--- src/rtl/bcd_timer_core.sv ---
// mm:ss BCD timekeeping core with up/down count, adjust mode and terminal-count DONE state.
// Optional display lap-hold is built when LAP_HOLD_EN is defined.
module bcd_timer_core #(
  parameter int unsigned MIN_DIGITS = 2
) (
  input  logic                      clk,
  input  logic                      rst,
  input  logic                      tick_run,
  input  logic                      tick_adj,
  input  logic                      adj,
  input  logic                      sel,
  input  logic                      pause_p,
  input  logic                      clr_p,
  input  logic                      dir,
`ifdef LAP_HOLD_EN
  input  logic                      lap_p,
`endif
  output logic [3:0]                sec_ones,
  output logic [3:0]                sec_tens,
  output logic [4*MIN_DIGITS-1:0]   min_bcd,
  output logic                      running,
  output logic                      expired,
  output logic                      blink
);

  localparam int unsigned MW = 4 * MIN_DIGITS;

  typedef enum logic [1:0] {
    S_RUN   = 2'd0,
    S_PAUSE = 2'd1,
    S_ADJ   = 2'd2,
    S_DONE  = 2'd3
  } state_t;

  state_t          state_q, state_d;
  logic [7:0]      sec_q, sec_d;
  logic [MW-1:0]   min_q, min_d;
  logic            blink_q, blink_d;
  logic            disp_upd_c;
  logic            cnt_zero_c;

  // Seconds as {tens, ones}; 59 wraps to 00.
  function automatic logic [7:0] sec_inc(input logic [7:0] s);
    if (s[3:0] == 4'd9) begin
      if (s[7:4] == 4'd5) return 8'h00;
      return {s[7:4] + 4'd1, 4'd0};
    end
    return {s[7:4], s[3:0] + 4'd1};
  endfunction

  function automatic logic [7:0] sec_dec(input logic [7:0] s);
    if (s[3:0] == 4'd0) return {s[7:4] - 4'd1, 4'd9};
    return {s[7:4], s[3:0] - 4'd1};
  endfunction

  // Multi-digit BCD increment; all-nines wraps to zero.
  function automatic logic [MW-1:0] min_inc(input logic [MW-1:0] m);
    logic [MW-1:0] r;
    logic          c;
    r = m;
    c = 1'b1;
    for (int i = 0; i < int'(MIN_DIGITS); i++) begin
      if (c) begin
        if (r[4*i +: 4] == 4'd9) begin
          r[4*i +: 4] = 4'd0;
        end else begin
          r[4*i +: 4] = r[4*i +: 4] + 4'd1;
          c = 1'b0;
        end
      end
    end
    return r;
  endfunction

  function automatic logic [MW-1:0] min_dec(input logic [MW-1:0] m);
    logic [MW-1:0] r;
    logic          b;
    r = m;
    b = 1'b1;
    for (int i = 0; i < int'(MIN_DIGITS); i++) begin
      if (b) begin
        if (r[4*i +: 4] == 4'd0) begin
          r[4*i +: 4] = 4'd9;
        end else begin
          r[4*i +: 4] = r[4*i +: 4] - 4'd1;
          b = 1'b0;
        end
      end
    end
    return r;
  endfunction

  assign cnt_zero_c = (sec_q == 8'h00) && (min_q == '0);

  always_ff @(posedge clk or posedge rst) begin
    if (rst) begin
      state_q <= S_RUN;
      sec_q   <= 8'h00;
      min_q   <= '0;
      blink_q <= 1'b0;
    end else begin
      state_q <= state_d;
      sec_q   <= sec_d;
      min_q   <= min_d;
      blink_q <= blink_d;
    end
  end

  // Priority: clr_p > adj > pause_p > tick.
  always_comb begin
    state_d = state_q;
    sec_d   = sec_q;
    min_d   = min_q;
    blink_d = blink_q;

    if (clr_p) begin
      sec_d = 8'h00;
      min_d = '0;
      if (state_q == S_DONE || (state_q == S_ADJ && !adj)) state_d = S_PAUSE;
    end else if (adj) begin
      state_d = S_ADJ;
      if (state_q == S_ADJ && tick_adj) begin
        blink_d = ~blink_q;
        if (sel) sec_d = sec_inc(sec_q);
        else     min_d = min_inc(min_q);
      end
    end else if (state_q == S_ADJ) begin
      state_d = S_PAUSE;
    end else if (pause_p && (state_q == S_RUN || state_q == S_PAUSE)) begin
      state_d = (state_q == S_RUN) ? S_PAUSE : S_RUN;
    end else if (state_q == S_RUN && tick_run) begin
      if (dir) begin
        if (cnt_zero_c) begin
          state_d = S_DONE;
        end else if (sec_q == 8'h00) begin
          sec_d = 8'h59;
          min_d = min_dec(min_q);
        end else begin
          sec_d = sec_dec(sec_q);
        end
      end else begin
        sec_d = sec_inc(sec_q);
        if (sec_q == 8'h59) min_d = min_inc(min_q);
      end
    end

    if (state_d != S_ADJ) blink_d = 1'b0;
  end

`ifdef LAP_HOLD_EN
  logic hold_q, hold_d;

  always_comb begin
    hold_d = hold_q;
    if (clr_p || adj) hold_d = 1'b0;
    else if (lap_p)   hold_d = ~hold_q;
  end

  always_ff @(posedge clk or posedge rst) begin
    if (rst) hold_q <= 1'b0;
    else     hold_q <= hold_d;
  end

  assign disp_upd_c = ~hold_q;
`else
  assign disp_upd_c = 1'b1;
`endif

  // Output stage; status flags always follow the live state.
  always_ff @(posedge clk or posedge rst) begin
    if (rst) begin
      sec_ones <= 4'd0;
      sec_tens <= 4'd0;
      min_bcd  <= '0;
      running  <= 1'b1;
      expired  <= 1'b0;
      blink    <= 1'b0;
    end else begin
      if (disp_upd_c) begin
        sec_ones <= sec_q[3:0];
        sec_tens <= sec_q[7:4];
        min_bcd  <= min_q;
      end
      running <= (state_q == S_RUN);
      expired <= (state_q == S_DONE);
      blink   <= blink_q;
    end
  end

endmodule

--- config.mk ---
export PLATFORM = sky130hd
export DESIGN_NAME = bcd_timer_core
export DESIGN_NICKNAME = d
export VERILOG_FILES = /design/src/rtl/bcd_timer_core.sv
export SDC_FILE = /design/constraint.sdc
export NUM_CORES = 1
export LEC_CHECK = 0
export CORE_MARGIN = 2
export CORE_UTILIZATION = 30
export DETAILED_ROUTE_END_ITERATION = 16
export PLACE_DENSITY_LB_ADDON = 0.3
export SLEW_MARGIN = 10
export SYNTH_ARGS = -nofsm -noshare
export SYNTH_HDL_FRONTEND = slang
export SYNTH_SLANG_ARGS = --single-unit
--- constraint.sdc ---
create_clock -name clk -period 2.3 [get_ports clk]
set_input_delay 0.345 -clock clk [delete_from_list [all_inputs] [get_ports clk]]
set_output_delay 0.345 -clock clk [all_outputs]
set_load 0.01 [all_outputs]
==> parameters.txt, run 1 <==
Parameter                              Value

Outcome
  Status    finished, final reports clean

Placement
  DPL Wire Length    3890 µm
  Routability congestion estimate    0.839
  Cells after DPL    376
  Buffers added on ports    27
  DP Worst Slack    -18.1 ps

Worst setup path
  Worst reg2reg path endpoint    min_q[1]
  Worst Path Required    2500 ps
  Arrival time of the worst setup path    2320 ps
  Worst reg2reg path depth    7
  Crit-path max FO    7
  RR Startpoint    sec_q[1]
  R2r setup slk    190 ps
  Setup crit start    sec_q[1]
  Kind of start point of the critical path    flop
  Kind of critical path    flop to flop
  Type of element capturing the critical path    flop

Synthesis
  Area of the mapped netlist    2280 µm²
  Mapped Avg Cell Area    9.62 µm²
  Register bit total from synthesis    38
  Number of warnings issued by yosys    0
  Post-Synthesis Cells    237
  Post-synth top area cell    dfrtp_1
  Top cell type's share of synthesized area    40.6%
  Post-synthesis sequential area ratio    41.8%
  Prevailing post-synth register cell    dfrtp_1
  EDFF count, synth    0
  Most frequently used cell type in the post-synthesis netlist    dfrtp_1
  Top post-synthesis cells by count    dfrtp_1, a21oi_1, inv_1, ha_1, o21ai_0
  Post-Syn Nets    260
  Dominant cells by area after synthesis    dfrtp_1, ha_1, a21oi_1, o21ai_0, inv_1
  Distinct cell type count of the synthesized netlist    59
  Async set-or-reset flop fraction in the synthesized netlist    100%

Timing
  Post-Route Setup TNS    0 ps
  Number of setup violations in the final report    0
  Clock Skews    6.09 ps
  Part of the cycle the worst path needs    91.8%
  Relative slew slack    67.5%
  Number of pins exceeding their max-slew limit in the final report    0
  Setup repair after global routing missed its margin    false
  Worst-Margin Slew    476 ps
  Post-layout minimum cycle time    2110 ps
  Final Hold Violating Endpoints    0
  Worst setup margin    188 ps
  Max Fclk    0.473 GHz

Detailed routing
  Routed vias    1939
  Iter 0 DRT Violations    113
  Post-route antenna net violation count    0
  1st-pass router iterations    4
  Via density per instance    5.05
  Average detailed-routed wire length per instance    13.8 µm
  Detailed Route WL    5300 µm
  Detailed-route DRC error count    0

Pwr
  Switching power total    0.837 mW
  Clock network fraction of total power    19.9%
  Register share of total power    37.5%
  Power per Cell Area    818 nW/µm²
  Switching portion of total power    35.0%
  Relative contribution of combinational cells to total power    42.6%
  Leakage Power    1.24 nW
  Cell-internal power    1.55 mW
  VDD IR-drop max    0.231 mV

Die
  Core outline area    7290 µm²
  Floorplan die width    91.2 µm
  Number of placement rows    31
  Starting density of the core    31.3%
  Die Height    91.2 µm
  Overall die area    8310 µm²
  Boundary pin count    28

Clock network
  Post-cts gate resize count    0
  Clock Path Buffers    2
  Post-CTS Hold Fix Bufs    0
  Setup bufs post-CTS    0
  Clock tree from TritonCTS    built
  Worst-path clk slew    80 ps
  Clk root buf    clkbuf_8
  Count of clock tree sinks    38
  Maximum level of the CTS H-tree    2
  Number of clock buffers inserted by TritonCTS    5
  Later-pin clock latency in the skew report    290 ps

Global routing
  Wire length of the first global-routing pass    9260 µm
  Congestion Overflow GR    0
  Antenna violations before repair    0
  Tot GR Track Use    13.6%
  Vias in the first global route    1903
  Pin count of the biggest net entering global routing    39

Finish
  Count of fill cells added during filler insertion    757
  Antenna Cells    0
  Area Growth Syn to Fin    28.2%
  Fraction of final layout cells sized beyond drive strength 1    16.8%
  Finished Layout Cells    384
  Final net count    307

Min path
  Launch point of the worst hold path    blink_q
  Hold WC Path Type    flop to flop
  Worst hold path cell count    0
  Endpoint with the worst hold slack    blink

Flow run
  Max Cap Viol    0
## worst max-delay path, stage by stage (launching register included)
cell	delay [ps]
dfrtp_1	430
inv_1	120
ha_1	170
nor3b_2	370
a211o_1	200
o21ai_2	100
or4_1	520
o21ai_0	100
## placed cells by master, fill, tap and decap left out, types with 2 or more instances in the layout
| cell type | count |
|---|---|
| nor3b_1 | 4 |
| o2bb2ai_1 | 4 |
| clkbuf_8 | 6 |
| a221oi_1 | 2 |
| mux2i_1 | 3 |
| o41ai_2 | 2 |
| o21ai_0 | 14 |
| a211oi_1 | 2 |
| and2_1 | 3 |
| o31ai_1 | 4 |
| xnor2_1 | 3 |
| o21bai_1 | 2 |
| nand2_1 | 11 |
| inv_1 | 16 |
| clkdlybuf4s50_1 | 27 |
| a21oi_1 | 19 |
| nor2_1 | 9 |
| a31o_2 | 2 |
| ha_1 | 14 |
| nor4bb_1 | 2 |
| a31oi_1 | 3 |
| nand3b_1 | 4 |
| nor3_1 | 11 |
| or4_1 | 3 |
| nor2b_1 | 4 |
| dfrtp_1 | 37 |
| and3_1 | 3 |
| buf_4 | 26 |
| nand3_1 | 7 |
| o211ai_1 | 5 |
| nand2b_1 | 3 |
## final cells by class
| cell class | instances | area (µm²) | share of cell area, % |
|---|---|---|---|
| clock buffer | 7 | 86.3 | 2.96 |
| clock inverter | 1 | 5.00 | 0.171 |
| inverter | 16 | 60.1 | 2.06 |
| multi-input combinational | 169 | 1210 | 41.4 |
| sequential | 38 | 952 | 32.6 |
| tap | 99 | 124 | 4.24 |
| timing repair buffer | 54 | 485 | 16.6 |
## sequential cells by signal, summed over array words and instances, names as in the netlist
register and cells:
min_bcd 8, min_q 8, sec_q 8, sec_ones 4, sec_tens 4, state_q 2, blink 1, blink_q 1
expired 1, running 1
## power groups by stage
stage | registers, mW | clock network (mW) | logic, mW
final | 0.896 | 0.476 | 1.02
after global routing | 0.918 | 0.519 | 1.12
after CTS | 0.898 | 0.494 | 1.02
after detailed placement | 0.911 | 0 | 1.01
after global placement | 0.909 | 0 | 1.01
after floorplan | 0.947 | 0 | 0.553
## per-layer routing
layer	up-vias	GRT usage (%)	wire, µm
met2	29	21.0	2470
met5	-	0	0
met1	943	18.8	2570
met3	6	3.07	197
li1	961	-	-
met4	0	4.42	68
## worst max-delay path by stage
| stage | to | slack, ps | cells past startpoint |
|---|---|---|---|
| floorplan | min_q[2] | 290 | 7 |
| global placement | sec_q[7] | 40 | 6 |
| detailed placement | sec_q[7] | -20 | 6 |
| CTS | min_q[1] | 190 | 7 |
| global route | sec_q[6] | 10 | 7 |
| finish | min_q[1] | 190 | 7 |
## metrics by stage
stage               util, %  power, mW  cell area [µm²]  hold WS, ps
finish                 40.1       2.39             2920          437
global route           40.1       2.56             2920          467
CTS                    40.1       2.41             2920          434
floorplan                 -       1.50             2280          349
detailed placement     38.8       1.93             2830          417
global placement       38.8       1.92             2830          413
## cells by family (layout without fill, tap and decap cells)
family | Yosys count | in the layout | synth area share (%)
AOI/OAI and AO/OA | 71 | 71 | 21.9
muxes | 4 | 4 | 1.81
xor gates and xnor gates | 3 | 3 | 1.15
adders and majority gates | 14 | 14 | 7.68
buffers and inverters | 30 | 78 | 5.21
DFF | 38 | 38 | 41.8
and+or+nand+nor | 77 | 77 | 20.5
No activity file was read; power rests on OpenSTA's default activity.
==> run 2, diff against run 1 <==
Settings changed: CAP_MARGIN set to 10.
==> results of run 2 <==
No change in the layout: final DEF, timing and power equal those of run 1.
